`src/rtl/sync_fifo_lvl_pkg.sv`:
```
// Shared types and helpers for the single-clock level-reporting FIFO.
// Provides the default geometry, the pointer type and the occupancy helper.
package sync_fifo_pkg;

  localparam int DSIZE_DEF = 8;
  localparam int ASIZE_DEF = 4;

  // Wide enough for any practical ASIZE; callers narrow the result to ASIZE+1 bits.
  localparam int PTR_MAX_W = 17;

  typedef logic [ASIZE_DEF:0]   ptr_t;
  typedef logic [PTR_MAX_W-1:0] ptr_wide_t;

  typedef struct packed {
    logic full;
    logic empty;
    logic afull;
    logic aempty;
  } fifo_status_t;

  // Occupancy is the modular distance between pointers of asize+1 bits.
  function automatic ptr_wide_t ptr_level(input ptr_wide_t wr, input ptr_wide_t rd,
                                          input int asize);
    ptr_wide_t mask;
    mask = (ptr_wide_t'(1) << (asize + 1)) - ptr_wide_t'(1);
    return (wr - rd) & mask;
  endfunction

endpackage

```
`src/rtl/sync_fifo_lvl_if.sv`:
```
// Bus bundle for sync_fifo_lvl: write side, show-ahead read side, thresholds and error flags.
// master drives requests and thresholds; slave is the FIFO.
interface sync_fifo_lvl_if #(
  parameter int DSIZE = 8,
  parameter int ASIZE = 4
) ();

  // Handshake: a write is taken on a rising clk edge when wr_en && !wr_full && !flush;
  // a read pops the head shown on rd_data when rd_en && !rd_empty && !flush. Requests
  // against a full/empty FIFO are dropped (and recorded in ovf/udf when enabled).
  logic             flush;
  logic             wr_en;
  logic [DSIZE-1:0] wr_data;
  logic             wr_full;
  logic             wr_afull;
  logic             rd_en;
  logic [DSIZE-1:0] rd_data;
  logic             rd_empty;
  logic             rd_aempty;
  logic [ASIZE:0]   level;
  logic [ASIZE:0]   afull_thr;
  logic [ASIZE:0]   aempty_thr;
  logic             err_clr;
  logic             ovf;
  logic             udf;

  modport master (
    output flush, wr_en, wr_data, rd_en, afull_thr, aempty_thr, err_clr,
    input  wr_full, wr_afull, rd_data, rd_empty, rd_aempty, level, ovf, udf
  );

  modport slave (
    input  flush, wr_en, wr_data, rd_en, afull_thr, aempty_thr, err_clr,
    output wr_full, wr_afull, rd_data, rd_empty, rd_aempty, level, ovf, udf
  );

endinterface

```
`src/rtl/sync_fifo_lvl_ram.sv`:
```
// Storage array for sync_fifo_lvl: one synchronous write port, one asynchronous read port.
// Contents are deliberately not reset.
module sync_fifo_ram #(
  parameter int DSIZE = 8,
  parameter int ASIZE = 4
) (
  input  logic             clk,
  input  logic             wr_en,
  input  logic [ASIZE-1:0] wr_addr,
  input  logic [DSIZE-1:0] wr_data,
  input  logic [ASIZE-1:0] rd_addr,
  output logic [DSIZE-1:0] rd_data
);

  logic [DSIZE-1:0] mem [2**ASIZE];

  always_ff @(posedge clk) begin
    if (wr_en) begin
      mem[wr_addr] <= wr_data;
    end
  end

  assign rd_data = mem[rd_addr];

endmodule

```
`src/rtl/sync_fifo_lvl.sv`:
```
// Single-clock show-ahead FIFO with occupancy level, runtime almost-full/empty thresholds and flush.
// Define SYNC_FIFO_ERR_FLAGS_EN to enable the sticky ovf/udf flags; otherwise they read as 0.
module sync_fifo_lvl
  import sync_fifo_pkg::*;
#(
  parameter int DSIZE = DSIZE_DEF,
  parameter int ASIZE = ASIZE_DEF
) (
  input  logic            clk,
  input  logic            rst_n,
  sync_fifo_lvl_if.slave  bus
);

  logic [ASIZE:0] wr_ptr;
  logic [ASIZE:0] rd_ptr;
  logic [ASIZE:0] level_i;
  logic           full;
  logic           empty;
  logic           wr_acc;
  logic           rd_acc;
  fifo_status_t   status;

  // MSB is the wrap bit: equal pointers mean empty, equal low bits with differing MSBs mean full.
  assign empty   = (wr_ptr == rd_ptr);
  assign full    = (wr_ptr[ASIZE-1:0] == rd_ptr[ASIZE-1:0]) && (wr_ptr[ASIZE] != rd_ptr[ASIZE]);
  assign level_i = (ASIZE+1)'(ptr_level(ptr_wide_t'(wr_ptr), ptr_wide_t'(rd_ptr), ASIZE));

  // Acceptance looks only at the current state, so a full FIFO cannot take a write in the
  // same cycle it pops, and an empty FIFO cannot pop the entry being written.
  assign wr_acc = bus.wr_en && !full  && !bus.flush;
  assign rd_acc = bus.rd_en && !empty && !bus.flush;

  always_ff @(posedge clk or negedge rst_n) begin
    if (!rst_n) begin
      wr_ptr <= '0;
      rd_ptr <= '0;
    end else if (bus.flush) begin
      wr_ptr <= '0;
      rd_ptr <= '0;
    end else begin
      if (wr_acc) wr_ptr <= wr_ptr + (ASIZE+1)'(1);
      if (rd_acc) rd_ptr <= rd_ptr + (ASIZE+1)'(1);
    end
  end

  sync_fifo_ram #(
    .DSIZE (DSIZE),
    .ASIZE (ASIZE)
  ) u_ram (
    .clk     (clk),
    .wr_en   (wr_acc),
    .wr_addr (wr_ptr[ASIZE-1:0]),
    .wr_data (bus.wr_data),
    .rd_addr (rd_ptr[ASIZE-1:0]),
    .rd_data (bus.rd_data)
  );

  assign status.full   = full;
  assign status.empty  = empty;
  assign status.afull  = (level_i >= bus.afull_thr);
  assign status.aempty = (level_i <= bus.aempty_thr);

  assign bus.wr_full   = status.full;
  assign bus.rd_empty  = status.empty;
  assign bus.wr_afull  = status.afull;
  assign bus.rd_aempty = status.aempty;
  assign bus.level     = level_i;

`ifdef SYNC_FIFO_ERR_FLAGS_EN
  logic ovf_q;
  logic udf_q;

  // A new error in the same cycle as err_clr stays visible; flush discards history.
  always_ff @(posedge clk or negedge rst_n) begin
    if (!rst_n) begin
      ovf_q <= 1'b0;
      udf_q <= 1'b0;
    end else if (bus.flush) begin
      ovf_q <= 1'b0;
      udf_q <= 1'b0;
    end else begin
      if (bus.wr_en && full)       ovf_q <= 1'b1;
      else if (bus.err_clr)        ovf_q <= 1'b0;
      if (bus.rd_en && empty)      udf_q <= 1'b1;
      else if (bus.err_clr)        udf_q <= 1'b0;
    end
  end

  assign bus.ovf = ovf_q;
  assign bus.udf = udf_q;
`else
  logic err_clr_unused;
  assign err_clr_unused = bus.err_clr;
  assign bus.ovf        = 1'b0;
  assign bus.udf        = 1'b0;
`endif

  a_not_full_and_empty: assert property (@(posedge clk) disable iff (!rst_n)
    !(full && empty));

  a_level_in_range: assert property (@(posedge clk) disable iff (!rst_n)
    level_i <= (ASIZE+1)'(2**ASIZE));

endmodule

```
`src/flat_wrapper.sv`:
```
// flat-port wrapper written by rule: the top's interface ports become plain ports
module sync_fifo_lvl_flat import sync_fifo_pkg::*;
#(
  parameter int DSIZE = DSIZE_DEF,
  parameter int ASIZE = ASIZE_DEF
)
  (clk, rst_n, bus_flush, bus_wr_en, bus_wr_data, bus_rd_en, bus_afull_thr, bus_aempty_thr, bus_err_clr, bus_wr_full, bus_wr_afull, bus_rd_data, bus_rd_empty, bus_rd_aempty, bus_level, bus_ovf, bus_udf);
  sync_fifo_lvl_if #(.DSIZE(DSIZE), .ASIZE(ASIZE)) bus_i ();
  input  logic clk;
  input  logic rst_n;
  input wire logic [$bits(bus_i.flush)-1:0] bus_flush;
  input wire logic [$bits(bus_i.wr_en)-1:0] bus_wr_en;
  input wire logic [$bits(bus_i.wr_data)-1:0] bus_wr_data;
  input wire logic [$bits(bus_i.rd_en)-1:0] bus_rd_en;
  input wire logic [$bits(bus_i.afull_thr)-1:0] bus_afull_thr;
  input wire logic [$bits(bus_i.aempty_thr)-1:0] bus_aempty_thr;
  input wire logic [$bits(bus_i.err_clr)-1:0] bus_err_clr;
  output wire logic [$bits(bus_i.wr_full)-1:0] bus_wr_full;
  output wire logic [$bits(bus_i.wr_afull)-1:0] bus_wr_afull;
  output wire logic [$bits(bus_i.rd_data)-1:0] bus_rd_data;
  output wire logic [$bits(bus_i.rd_empty)-1:0] bus_rd_empty;
  output wire logic [$bits(bus_i.rd_aempty)-1:0] bus_rd_aempty;
  output wire logic [$bits(bus_i.level)-1:0] bus_level;
  output wire logic [$bits(bus_i.ovf)-1:0] bus_ovf;
  output wire logic [$bits(bus_i.udf)-1:0] bus_udf;
  assign bus_i.flush = bus_flush;
  assign bus_i.wr_en = bus_wr_en;
  assign bus_i.wr_data = bus_wr_data;
  assign bus_i.rd_en = bus_rd_en;
  assign bus_i.afull_thr = bus_afull_thr;
  assign bus_i.aempty_thr = bus_aempty_thr;
  assign bus_i.err_clr = bus_err_clr;
  assign bus_wr_full = bus_i.wr_full;
  assign bus_wr_afull = bus_i.wr_afull;
  assign bus_rd_data = bus_i.rd_data;
  assign bus_rd_empty = bus_i.rd_empty;
  assign bus_rd_aempty = bus_i.rd_aempty;
  assign bus_level = bus_i.level;
  assign bus_ovf = bus_i.ovf;
  assign bus_udf = bus_i.udf;
  sync_fifo_lvl #(.DSIZE(DSIZE), .ASIZE(ASIZE)) u_core (.clk(clk), .rst_n(rst_n), .bus(bus_i));
endmodule
```
`config.mk`:
```
export PLATFORM = sky130hd
export DESIGN_NAME = sync_fifo_lvl_flat
export DESIGN_NICKNAME = d
export VERILOG_FILES = /design/src/rtl/sync_fifo_lvl_pkg.sv /design/src/rtl/sync_fifo_lvl_if.sv /design/src/rtl/sync_fifo_lvl_ram.sv /design/src/rtl/sync_fifo_lvl.sv /design/src/flat_wrapper.sv
export SDC_FILE = /design/constraint.sdc
export NUM_CORES = 1
export LEC_CHECK = 0
export CAP_MARGIN = 0
export CORE_ASPECT_RATIO = 2
export CORE_MARGIN = 2
export CORE_UTILIZATION = 40
export CTS_CLUSTER_DIAMETER = 200
export DETAILED_ROUTE_END_ITERATION = 12
export GPL_ROUTABILITY_DRIVEN = 0
export SLEW_MARGIN = 20
export SYNTH_ARGS = -nofsm -noshare
export SYNTH_HDL_FRONTEND = slang
export SYNTH_SLANG_ARGS = --single-unit
```
`constraint.sdc`:
```
create_clock -name clk -period 5.5 [get_ports clk]
set_input_delay 0.55 -clock clk [delete_from_list [all_inputs] [get_ports clk]]
set_output_delay 0.55 -clock clk [all_outputs]
set_load 0.01 [all_outputs]
```
After elaboration in Yosys (flattened, before gate mapping)
Memories as Yosys holds them, arrays and structs flattened. Index checks and enable logic that the tools add are counted.

Register bits: 10. Bits in writable memories: 128. Input bits: 24. Word-level logic and storage cells: 27. Memories kept: 1.

$add $sub $neg: 3. Order comparisons: 2. Eq/ne operators: 3. Mux-type cells: 6. Reductions and logical operators: 10.

Memory list: u_core.u_ram.mem (words 16, width 8, rd ports 1, clocked after Yosys merged registers in 0, write ports 1, line sync_fifo_lvl_ram.sv:15) `logic [DSIZE-1:0] mem [2**ASIZE];`.

Operators by type and width (count): $mux W5 (4); $add A5 B1 Y5 const B (2); $eq A5 B5 Y1 (1); $ge A5 B5 Y1 (1); $le A5 B5 Y1 (1); $logic_and A1 B1 Y1 (5); $sub A5 B5 Y5 (1); $eq A4 B4 Y1 (1); $reduce_bool A2 Y1 (2); $logic_not A1 Y1 (3); $mux W1 (2); $ne A1 B1 Y1 (1).

Depth between registers and ports, before layout
Word-level depth: 7. Gate-level depth with buffers: 11. Mapped depth without buffers: 11.

Cells and area by module
A second synthesis with hierarchy kept.

Cell total of the unflattened synthesis: 325. Area total of the unflattened synthesis: 5915.7 um2.

Modules (own cells, without submodules): sync_fifo_ram (instances 1, cells each 221, area an instance 4987.3 um2, seq. area each 3843.7 um2); sync_fifo_lvl (instances 1, cells each 104, area an instance 928.4 um2, seq. area each 250.2 um2).

Worst setup path after synthesis
Ideal clock, no wire load.

Path type: register to output. Start point: register u_core.rd_ptr[1]. End point: output bus_rd_aempty. Data arrival time: 2.470 ns. Data required time: 4.950 ns. Setup slack: 2.480 ns. Stages on the path, launching flop included: 12. Cell sequence: dfrtp_1 > clkbuf_1 > buf_2 > inv_1 > fa_1 > a21o_1 > a21oi_1 > xnor2_1 > ha_1 > nand2_1 > o22ai_1 > a21o_1.

Word-level cells in the longest chain between the ends: 2.

RTL lines: start, declared (line sync_fifo_lvl.sv:15) `logic [ASIZE:0] rd_ptr;`; start signal, assigned (line sync_fifo_lvl.sv:42) `if (rd_acc) rd_ptr <= rd_ptr + (ASIZE+1)'(1);`; $sub A5 B5 Y5 (line sync_fifo_lvl_pkg.sv:26) `return (wr - rd) & mask;`; net bus_level[4] (line flat_wrapper.sv:23) `output wire logic [$bits(bus_i.level)-1:0] bus_level;`; $le A5 B5 Y1 (line sync_fifo_lvl.sv:61) `assign status.aempty = (level_i <= bus.aempty_thr);`; end, declared (line flat_wrapper.sv:22) `output wire logic [$bits(bus_i.rd_aempty)-1:0] bus_rd_aempty;`.

The timed path passes the listed nets, and every way through them passes these cells.

Worst setup path in the final report
Start point: register u_core.wr_ptr[0]. End point: output bus_rd_aempty.

Word-level cells in the longest chain between the ends: 2.

RTL lines: start, declared (line sync_fifo_lvl.sv:14) `logic [ASIZE:0] wr_ptr;`; start signal, assigned (line sync_fifo_lvl.sv:41) `if (wr_acc) wr_ptr <= wr_ptr + (ASIZE+1)'(1);`; $sub A5 B5 Y5 (line sync_fifo_lvl_pkg.sv:26); $le A5 B5 Y1 (line sync_fifo_lvl.sv:61).

No other way between the ends.

==> results by group <==
Timing
  – Minimum clock period: 3.79 ns
  – Worst-Margin Slew: 1.02 ns
  – Skew final: 0.00842 ns
  – Endpoints failing setup: 0
  – Slew Limit Fails: 0
  – Hold Fails Final Rpt: 0
  – Slew headroom: 0.316
  – RSZ-0062 raised after global routing: false
  – Setup TNS: 0 ns
  – FMAX: 0.264 GHz
  – Final WS setup: 1.71 ns
  – Final period util: 0.689

Clock network
  – Htree depth: 4
  – Clk sinks: 138
  – Resized cells post-CTS: 0
  – Setup Buffers After CTS: 0
  – CTS root buffer: clkbuf_16
  – CTS tree: built
  – Clock Latency Late Sink: 0.42 ns
  – Hold_buf cts: 0
  – Clock-pin slew on the worst setup and hold paths: 0.06 ns
  – CTS buffer count: 17
  – CTS Buffer Depth: 2

Critical path
  – Worst Setup End Kind: primary output
  – Worst Path Max Fanout: 4
  – CP required: 4.95 ns
  – WS Path Type: reg -> out
  – CP Data Arrival Time: 3.24 ns
  – Crit start category: flop

Floorplan
  – Die X: 89.8 um
  – Core area: 0.0144 sq mm
  – Full die area: 0.0158 sq mm
  – # rows: 62
  – DIE HEIGHT: 176 um
  – IO Pins: 43
  – Initial Util: 0.410

Cells and area
  – Synth-to-layout area growth: 19.5%
  – ANT cells: 0
  – Layout cells sized above 1: 0.173
  – Final Util: 0.490
  – Layout Nets: 425

Logic synthesis
  – Syn Std Cell Area: 0.00589 sq mm
  – Number of enable flip-flop cells after synthesis: 128
  – Post-synth top flop: edfxtp_1
  – Syn avg cell area: 17.6 sq um
  – YS warnings: 0
  – Synth Register Bits: 138
  – Async S/R FF share, synth: 0.0725
  – Synthesized instance count: 334
  – Post-synthesis sequential area ratio: 0.695
  – Count of cell types in the netlist: 34

Detailed routing
  – DR vias: 3028
  – Routed len/inst: 20.5 um
  – DR pass1 iterations: 4
  – # DRC: 0
  – Routed WL: 12000 um
  – Vias per std cell: 5.17
  – Initial DRC count: 191
  – Remaining antenna violation count after routing: 0

Power
  – PwrDens: 390 mW/mm^2
  – Logic pwr share: 0.166
  – Switching part of the total power: 0.245
  – P_int: 0.00207 W
  – Share of power burned in registers: 0.424
  – Peak supply drop: 0.000219 V
  – Clk pwr share: 0.409
  – LEAKAGE: 2.37 nW
  – Net switching power: 0.000673 W

Placed design
  – Quantity of I/O buffers inserted on ports: 39
  – Pre-CTS setup slack: 2.13 ns
  – Post-DP HPWL: 8280 um

Global route
  – Pin count of the biggest net entering global routing: 36
  – GR Overflow Total: 0
  – Initial antenna violation count: 0
  – Global-route wire length before repair: 18500 um
  – Total global routing track utilization: 0.163
  – Vias in the first global route: 3223

Min path
  – Min-delay worst type: in -> async

Outcome
  – Status: finished, final reports clean

Job
  – Max cap viols: 0
[layout make-up]
class / instances / area [sq um]
clock buffer: 18 / 429
clock inverter: 14 / 160
fill: 1211 / 7320
inverter: 15 / 56.3
multi-input combinational: 168 / 1650
sequential: 138 / 4100
tap: 192 / 240
timing repair buffer: 41 / 405
[cell usage in the layout, fill, tap and decap left out, drive strengths merged]
cell / n
mux2i: 2
o22ai: 1
fa: 1
clkbuf: 18
or3b: 1
nand2b: 1
bufinv: 2
nand3: 6
ha: 19
nand4: 2
or3: 3
dfrtp: 10
clkinvlp: 2
xnor2: 5
nand2: 14
nor2b: 2
o21ai: 7
conb: 2
a21o: 4
a21oi: 6
xor2: 6
nor2: 31
clkdlybuf4s50: 39
inv: 23
mux4: 32
buf: 2
clkinv: 2
o21a: 1
and3: 2
edfxtp: 128
o211ai: 4
a22oi: 16
[through the flow]
| stage | cell area [sq um] | instances | power, W | hold WS (ns) |
|---|---|---|---|---|
| global route | 7040 | 586 | 0.00286 | 0.492 |
| finish | 7040 | 586 | 0.00275 | 0.463 |
| detailed placement | 6450 | 554 | 0.00166 | 0.627 |
| floorplan | 5890 | 335 | 0.00149 | 0.254 |
| global placement | 6450 | 554 | 0.00165 | 0.592 |
| CTS | 7040 | 586 | 0.00278 | 0.472 |
[kinds of logic (layout without fill, tap and decap cells)]
logic type	count (synthesis)	after routing	synth area share
buffers and inverters	29	88	0.0253
adder cells (fa/ha/maj)	20	20	0.0438
XOR/XNOR	11	11	0.0189
flip-flops	138	138	0.695
multiplexers	34	34	0.126
AND/OR/NAND/NOR	62	62	0.0463
other	1	2	0.000637
AO/OA/AOI/OAI	39	39	0.0440
[worst max-delay path, cell delays in order, from the launching register on]
cell             delay (ns)
dfrtp_1                0.41
inv_1                  0.15
ha_1                   0.16
inv_1                  0.05
fa_1                   0.40
a21o_1                 0.18
a21oi_1                0.17
xnor2_1                0.20
ha_1                   0.31
o22ai_1                0.17
a21o_1                 0.10
clkdlybuf4s50_1        0.52
[cells in the mapped netlist, types with 2 or more instances]
master / n / area share
nor2b_1: 2 / 0.0021
clkbuf_1: 3 / 0.0019
ha_1: 19 / 0.040
buf_4: 3 / 0.0038
a22oi_1: 16 / 0.020
nor2_1: 30 / 0.019
mux4_2: 32 / 0.12
nand4_1: 2 / 0.0021
inv_1: 15 / 0.0096
buf_6: 3 / 0.0057
dfrtp_1: 10 / 0.042
a21oi_1: 6 / 0.0051
xnor2_1: 4 / 0.0059
a21o_1: 4 / 0.0051
buf_2: 5 / 0.0042
and3_1: 2 / 0.0021
nand2_1: 14 / 0.0089
nand3_1: 6 / 0.0051
mux2i_1: 2 / 0.0034
edfxtp_1: 128 / 0.65
or3_1: 3 / 0.0032
o21ai_0: 6 / 0.0051
xor2_1: 5 / 0.0074
o211ai_1: 4 / 0.0051
[metal layers]
layer	vias up	part of all wire	global-route usage
met2	65	0.60	0.319
met4	0	0.013	0.0673
li1	1408	-	-
met3	9	0.025	0.0296
met5	-	0	0
met1	1546	0.37	0.167
[power by group through the flow]
stage	Combinational, W	Sequential [W]	Clock [W]
after detailed placement	0.000469	0.00119	0
final	0.000457	0.00117	0.00112
after floorplan	0.000303	0.00119	0
after global routing	0.000505	0.00117	0.00119
after CTS	0.000472	0.00117	0.00114
after global placement	0.000461	0.00119	0
[flip-flops by register name (all words and copies together) (netlist names)]
register / cells
u_core.rd_ptr: 5
u_core.wr_ptr: 5
u_core.u_ram.mem: 128
[path summary, 6_finish.rpt]
| kind | from | to | slack (ns) | cells after the start |
|---|---|---|---|---|
| max | u_core.wr_ptr[0]$_DFFE_PN0P_ | bus_rd_aempty | 1.71 | 11 |
| min | rst_n | u_core.rd_ptr[4]$_DFFE_PN0P_ | 0.46 | 1 |
| max reg2reg | u_core.rd_ptr[3]$_DFFE_PN0P_ | u_core.u_ram.mem[6][6]$_DFFE_PP_ | 2.49 | 6 |
| min reg2reg | u_core.rd_ptr[3]$_DFFE_PN0P_ | u_core.rd_ptr[3]$_DFFE_PN0P_ | 0.63 | 2 |
| max in group asynchronous | rst_n | u_core.rd_ptr[0]$_DFFE_PN0P_ | 4.68 | 1 |
| min in group clk | u_core.rd_ptr[3]$_DFFE_PN0P_ | u_core.rd_ptr[3]$_DFFE_PN0P_ | 0.63 | 2 |
No activity file was read; power rests on OpenSTA's default activity.
